===== src/rtl/booth_pkg.sv =====
// Shared types and sizing helpers for the radix-4 Booth MACC unit.
package booth_pkg;

    typedef enum logic [1:0] {
        IDLE = 2'd0,
        CALC = 2'd1,
        DONE = 2'd2
    } state_e;

    typedef struct packed {
        logic neg;
        logic one;
        logic two;
    } digit_ctl_t;

    localparam int unsigned DEF_W = 8;
    localparam int unsigned NDIG  = DEF_W / 2;
    localparam int unsigned CNT_W = (NDIG > 1) ? $clog2(NDIG) : 1;

    function automatic int unsigned ndig(input int unsigned w);
        return w / 2;
    endfunction

    function automatic int unsigned cnt_w(input int unsigned w);
        return ((w / 2) > 1) ? $clog2(w / 2) : 1;
    endfunction

endpackage


===== src/rtl/radix4_digit_enc.sv =====
// Radix-4 Booth recoder: {y[2k+1], y[2k], y[2k-1]} -> sign / x1 / x2 select.
module radix4_digit_enc
    import booth_pkg::*;
(
    input  logic [2:0] bits,
    output digit_ctl_t ctl
);

    // Map each bit triple to the digit in {-2,-1,0,+1,+2}.
    always_comb begin
        ctl = '{neg: 1'b0, one: 1'b0, two: 1'b0};
        case (bits)
            3'b000:  ctl = '{neg: 1'b0, one: 1'b0, two: 1'b0};
            3'b001:  ctl = '{neg: 1'b0, one: 1'b1, two: 1'b0};
            3'b010:  ctl = '{neg: 1'b0, one: 1'b1, two: 1'b0};
            3'b011:  ctl = '{neg: 1'b0, one: 1'b0, two: 1'b1};
            3'b100:  ctl = '{neg: 1'b1, one: 1'b0, two: 1'b1};
            3'b101:  ctl = '{neg: 1'b1, one: 1'b1, two: 1'b0};
            3'b110:  ctl = '{neg: 1'b1, one: 1'b1, two: 1'b0};
            3'b111:  ctl = '{neg: 1'b0, one: 1'b0, two: 1'b0};
            default: ctl = '{neg: 1'b0, one: 1'b0, two: 1'b0};
        endcase
    end

endmodule


===== src/rtl/booth4_macc_seq.sv =====
// Sequential radix-4 Booth multiply-accumulate: one digit per clock, full
// 2W-bit product, clear-or-accumulate with optional saturation and sticky overflow.
module booth4_macc_seq
    import booth_pkg::*;
#(
    parameter int W     = 8,
    parameter int ACC_W = 32,
    parameter int SAT   = 1
) (
    input  logic               clk,
    input  logic               rst_n,
    input  logic               in_valid,
    output logic               in_ready,
    input  logic [W-1:0]       x,
    input  logic [W-1:0]       y,
    input  logic               acc_clr,
    output logic               out_valid,
    input  logic               out_ready,
    output logic [2*W-1:0]     o_mul,
    output logic [ACC_W-1:0]   o_acc,
    output logic               ovf
);

    localparam int ND = ndig(W);
    localparam int CW = cnt_w(W);
    localparam int P  = 2 * W;

    state_e             state_r;
    state_e             state_s;
    logic [W-1:0]       x_r;
    logic [W-1:0]       y_r;
    logic               clr_r;
    logic [CW-1:0]      k_r;
    logic [P-1:0]       pp_r;

    logic               last_s;
    logic [W:0]         y_ext_s;
    logic [W:0]         y_sh_s;
    digit_ctl_t         ctl_s;
    logic [P-1:0]       xs_s;
    logic [P-1:0]       mag_s;
    logic [P-1:0]       sh_s;
    logic [P-1:0]       addend_s;
    logic [P-1:0]       pp_nx_s;
    logic [ACC_W-1:0]   prod_ext_s;
    logic [ACC_W-1:0]   sum_s;
    logic [ACC_W-1:0]   sat_s;
    logic               sum_ovf_s;
    logic [ACC_W-1:0]   acc_nx_s;
    logic               ovf_nx_s;

    assign in_ready  = (state_r == IDLE);
    assign out_valid = (state_r == DONE);
    assign last_s    = (k_r == CW'(ND - 1));

    // Current digit triple, with an implicit zero below y[0].
    assign y_ext_s = {y_r, 1'b0};
    assign y_sh_s  = y_ext_s >> {k_r, 1'b0};

    radix4_digit_enc u_enc (
        .bits (y_sh_s[2:0]),
        .ctl  (ctl_s)
    );

    // Partial-product step: +/-(1|2)*x at weight 4^k; negation is invert plus carry-in.
    always_comb begin
        xs_s     = {{W{x_r[W-1]}}, x_r};
        mag_s    = {P{1'b0}};
        if (ctl_s.one) begin
            mag_s = xs_s;
        end else if (ctl_s.two) begin
            mag_s = xs_s << 1;
        end else begin
            mag_s = {P{1'b0}};
        end
        sh_s     = mag_s << {k_r, 1'b0};
        addend_s = ctl_s.neg ? ~sh_s : sh_s;
        pp_nx_s  = pp_r + addend_s + {{(P-1){1'b0}}, ctl_s.neg};
    end

    // Accumulator update with signed-overflow detection and optional clamp.
    always_comb begin
        prod_ext_s = ACC_W'($signed(pp_nx_s));
        sum_s      = o_acc + prod_ext_s;
        sum_ovf_s  = (o_acc[ACC_W-1] == prod_ext_s[ACC_W-1]) &&
                     (sum_s[ACC_W-1] != o_acc[ACC_W-1]);
        sat_s      = o_acc[ACC_W-1] ? {1'b1, {(ACC_W-1){1'b0}}}
                                    : {1'b0, {(ACC_W-1){1'b1}}};
        acc_nx_s   = o_acc;
        ovf_nx_s   = ovf;
        if (clr_r) begin
            acc_nx_s = prod_ext_s;
            ovf_nx_s = 1'b0;
        end else if (sum_ovf_s) begin
            acc_nx_s = (SAT != 0) ? sat_s : sum_s;
            ovf_nx_s = 1'b1;
        end else begin
            acc_nx_s = sum_s;
            ovf_nx_s = ovf;
        end
    end

    // State register.
    always_ff @(posedge clk) begin
        if (!rst_n) begin
            state_r <= IDLE;
        end else begin
            state_r <= state_s;
        end
    end

    // Next-state logic.
    always_comb begin
        state_s = state_r;
        case (state_r)
            IDLE: begin
                if (in_valid) begin
                    state_s = CALC;
                end else begin
                    state_s = IDLE;
                end
            end
            CALC: begin
                if (last_s) begin
                    state_s = DONE;
                end else begin
                    state_s = CALC;
                end
            end
            DONE: begin
                if (out_ready) begin
                    state_s = IDLE;
                end else begin
                    state_s = DONE;
                end
            end
            default: state_s = IDLE;
        endcase
    end

    // Operand capture, digit iteration and result registers.
    always_ff @(posedge clk) begin
        if (!rst_n) begin
            x_r   <= {W{1'b0}};
            y_r   <= {W{1'b0}};
            clr_r <= 1'b0;
            k_r   <= {CW{1'b0}};
            pp_r  <= {P{1'b0}};
            o_mul <= {P{1'b0}};
            o_acc <= {ACC_W{1'b0}};
            ovf   <= 1'b0;
        end else begin
            case (state_r)
                IDLE: begin
                    if (in_valid) begin
                        x_r   <= x;
                        y_r   <= y;
                        clr_r <= acc_clr;
                        k_r   <= {CW{1'b0}};
                        pp_r  <= {P{1'b0}};
                    end
                end
                CALC: begin
                    pp_r <= pp_nx_s;
                    k_r  <= k_r + CW'(1);
                    if (last_s) begin
                        o_mul <= pp_nx_s;
                        o_acc <= acc_nx_s;
                        ovf   <= ovf_nx_s;
                    end
                end
                default: begin
                    pp_r <= pp_r;
                end
            endcase
        end
    end

endmodule

===== config.mk =====
export PLATFORM = sky130hd
export DESIGN_NAME = booth4_macc_seq
export DESIGN_NICKNAME = d
export VERILOG_FILES = /design/src/rtl/booth_pkg.sv /design/src/rtl/radix4_digit_enc.sv /design/src/rtl/booth4_macc_seq.sv
export SDC_FILE = /design/constraint.sdc
export NUM_CORES = 1
export LEC_CHECK = 0
export ABC_CLOCK_PERIOD_IN_PS = 16700
export CORE_UTILIZATION = 52
export DETAILED_ROUTE_END_ITERATION = 10
export GPL_ROUTABILITY_DRIVEN = 0
export GPL_TIMING_DRIVEN = 0
export MAX_ROUTING_LAYER = met4
export PLACE_DENSITY = 0.84
export SYNTH_ARGS = -nofsm -noshare
export SYNTH_HDL_FRONTEND = slang
export SYNTH_SLANG_ARGS = --single-unit

===== constraint.sdc =====
create_clock -name clk -period 16.7 [get_ports clk]
set_input_delay 3.34 -clock clk [delete_from_list [all_inputs] [get_ports clk]]
set_output_delay 3.34 -clock clk [all_outputs]
set_load 0.1 [all_outputs]

==> results.yml <==
outcome:
  status: "finished, violations left"
  violated_checks: "design-rule violations"
logic_synthesis:
  synth_edf_count: 0
  synthesis.yosys.warnings: 0
  post_synth_num_cell_types: 70
  synthArstFlopShare_pct: 0
  synth_seq_cells: 86
  synth.avg_cell_area_sq_um: 7.81
  post_synth_inst_count: 796
  mappedNetlistNets: 872
  mappedNetlistArea_sq_um: 6220
  netlist_top_cells_area: "dfxtp_1 (28%), ha_1 (11%), a21oi_1 (9.4%)"
  yosysTopAreaCell: "dfxtp_1"
  ys_top_cells_by_count: "nand2_1 (124), a21oi_1 (117), dfxtp_1 (86)"
  yosysMostFrequentCell: "nand2_1"
  post-synth-top-area-fraction_pct: 27.7
  seq_area_frac_synth_pct: 27.7
  commonest_register_cell_after_synthesis: "dfxtp_1"
timing:
  finalHoldViolations: 0
  slew_viol_final: 0
  fin_worst_skew_ns: 0.0126
  worstMarginPinSlew_ns: 0.991
  setup_slack_ns: 7.62
  layout_min_cycle_time_ns: 9.08
  fin_crit_sh_pct: 54.4
  setup_tns_ns: 0
  setup_violations: 0
  slew_headroom_pct: 33.7
  fmaxAchievable_ghz: 0.110
  fin_worst_hold_slack_ns: 0.454
  unrepaired_setup_endpoints_after_global_routing: "no"
placed_design:
  placedCellCount: 1010
  port_buffers: 71
  place_worst_setup_slack_ns: 7.88
  detailed_place_hpwl_um: 12200
power:
  powerDensity_nw_per_um2: 76.8
  power.ir.vdd_worst_mv: 0.0406
  seqPwrFrac_pct: 37.8
  leakage_nw: 2.99
  p_sw_uw: 177
  power.internal_uw: 392
  total_chip_power_uw: 570
  power_switching_share_pct: 31.1
  power.share.combinational_pct: 25.0
  power.clock.fraction_pct: 37.2
clocking:
  cts_buffer_depth: 2
  post_cts_resized: 0
  root_buffer: "clkbuf_16"
  clkSinkCount: 86
  clock_tree.htree_level_count: 3
  worstSkewPairLatency_ns: 0.35
  clk_transition_reported_paths_ns: 0.07
  hold_buffers: 0
  postCtsSetupBuffers: 0
  tritoncts: "built"
  cts_inserted_buffers: 9
layout:
  non_filler_instances: 1025
  post_route_cells_drive_above_1_share_pct: 5.90
  syn2layout_area_growth_pct: 19.3
  num_antenna_cells: 0
  finish.net_count: 954
detailed_routing:
  via_per_inst: 5.99
  wire_per_inst_um: 16.0
  drcViolationCount: 12
  postRouteWirelength_um: 16400
  via_count: 6139
  ant_nets: 0
  drt-initial-drc-count: 422
  first_pass_iters: 8
worst_setup_path:
  critPathLaunchType: "flip-flop"
  critical_path_required_ns: 16.99
  timing.critical_path.max_delay_family: "compound AO/OA/AOI/OAI gates"
  path_max_fanout: 10
  path_class: "flip-flop to flip-flop"
  arrival_ns: 9.37
  timing.critical_path.slowest_stage_cell: "a2111oi_0"
  r2r-start: "k_r[0]"
  cp_slowest_stage_delay_ns: 0.69
  cp-end-kind: "flip-flop"
  crit_start: "k_r[0]"
  worstPathBufferInverterCount: 4
floorplan:
  fp.dieH_um: 111
  fp-row-count: 39
  io_pins: 72
  dieArea_sq_um: 12400
  starting_density_pct: 54.0
  floorplan.die.width_um: 111
  core_area_sq_um: 11500
grt:
  antenna_found_initial: 0
  routing_usage_on_met1_pct: 37.9
  pin_count_of_the_biggest_net_entering_global_routing: 26
  global_route.usage.met3_pct: 3.16
  grt_busiest_layer: "met2"
  number_of_global_route_vias_before_repair: 5599
  use_met2_pct: 42.3
  grt_total_usage_pct: 27.8
  globalRouteOverflowTotal: 0
  wire_length_of_the_first_global_routing_pass_um: 27300
min_path:
  min-delay-path-class: "flip-flop to flip-flop"
  hp-start: "y_r[7]"
job:
  maxCapViolCount: 0
## registers in the layout, indices dropped and copies added, names as in the netlist
name,cells
pp_r,16
o_acc,32
state_r,2
o_mul,16
clr_r,1
ovf,1
y_r,8
k_r,2
x_r,8
## power by group through the flow
| stage | clock (mW) | sequential, mW | combinational, mW |
|---|---|---|---|
| global placement | 0 | 0.219 | 0.136 |
| CTS | 0.213 | 0.215 | 0.141 |
| detailed placement | 0 | 0.219 | 0.139 |
| finish | 0.212 | 0.215 | 0.142 |
| global route | 0.223 | 0.215 | 0.157 |
| floorplan | 0 | 0.221 | 0.104 |
## layout by cell type (no fill, tap or decap), drive strengths merged, types with 28 or more instances in the layout
| cell | count |
|---|---|
| nor2 | 40 |
| clkbuf | 41 |
| dfxtp | 86 |
| xnor2 | 32 |
| a21oi | 127 |
| ha | 53 |
| o21ai | 48 |
| nand3 | 28 |
| nand2 | 124 |
| clkdlybuf4s50 | 71 |
## worst paths after layout
kind / slack (ns) / depth (start not counted) / to
max: 7.62 / 30 / o_acc[24]
min: 0.45 / 2 / y_r[7]
max reg2reg: 7.62 / 30 / o_acc[24]
min reg2reg: 0.45 / 2 / y_r[7]
## worst register-to-register path, delay by kind of cell, from the launching register on
family / cells / cell delay, ns
and+or+nand+nor: 5 / 0.50
DFF: 1 / 0.50
muxes: 1 / 0.29
xor gates and xnor gates: 2 / 0.35
AOI/OAI and AO/OA: 15 / 4.57
adders and majority gates: 3 / 1.15
buffers and inverters: 4 / 1.65
## stage by stage
step | cell area [sq um] | util (%)
floorplan | 6220 | -
global route | 7420 | 64.4
detailed placement | 7110 | 61.7
CTS | 7420 | 64.4
global placement | 7110 | 61.7
finish | 7420 | 64.4
## routing by layer
| layer | routed length [um] | vias to the layer above | share of wire (%) |
|---|---|---|---|
| li1 | - | 3043 | - |
| met2 | 7350 | 192 | 45 |
| met3 | 871 | 31 | 5.3 |
| met4 | 354 | 0 | 2.2 |
| met1 | 7820 | 2873 | 48 |
| met5 | 0 | - | 0 |
## kinds of logic (layout without fill, tap and decap cells)
logic type,Yosys count,count (layout),share of synthesized area (%)
compound gates,261,261,25.8
mux,17,17,3.62
xor+xnor,53,53,7.81
flops,86,86,27.7
buf+inv,60,146,4.21
simple gates,264,264,19.6
fa+ha+maj,55,55,11.3
## cell type report
class,count,area [sq um]
Clock inverter,2,38.8
Multi-Input combinational cell,650,4240
Buffer,45,205
Fill cell,986,4100
Inverter,15,56.3
Timing Repair Buffer,71,711
Clock buffer,13,270
Sequential cell,86,1720
Tap cell,143,179
(Power assumes the default switching activity.)
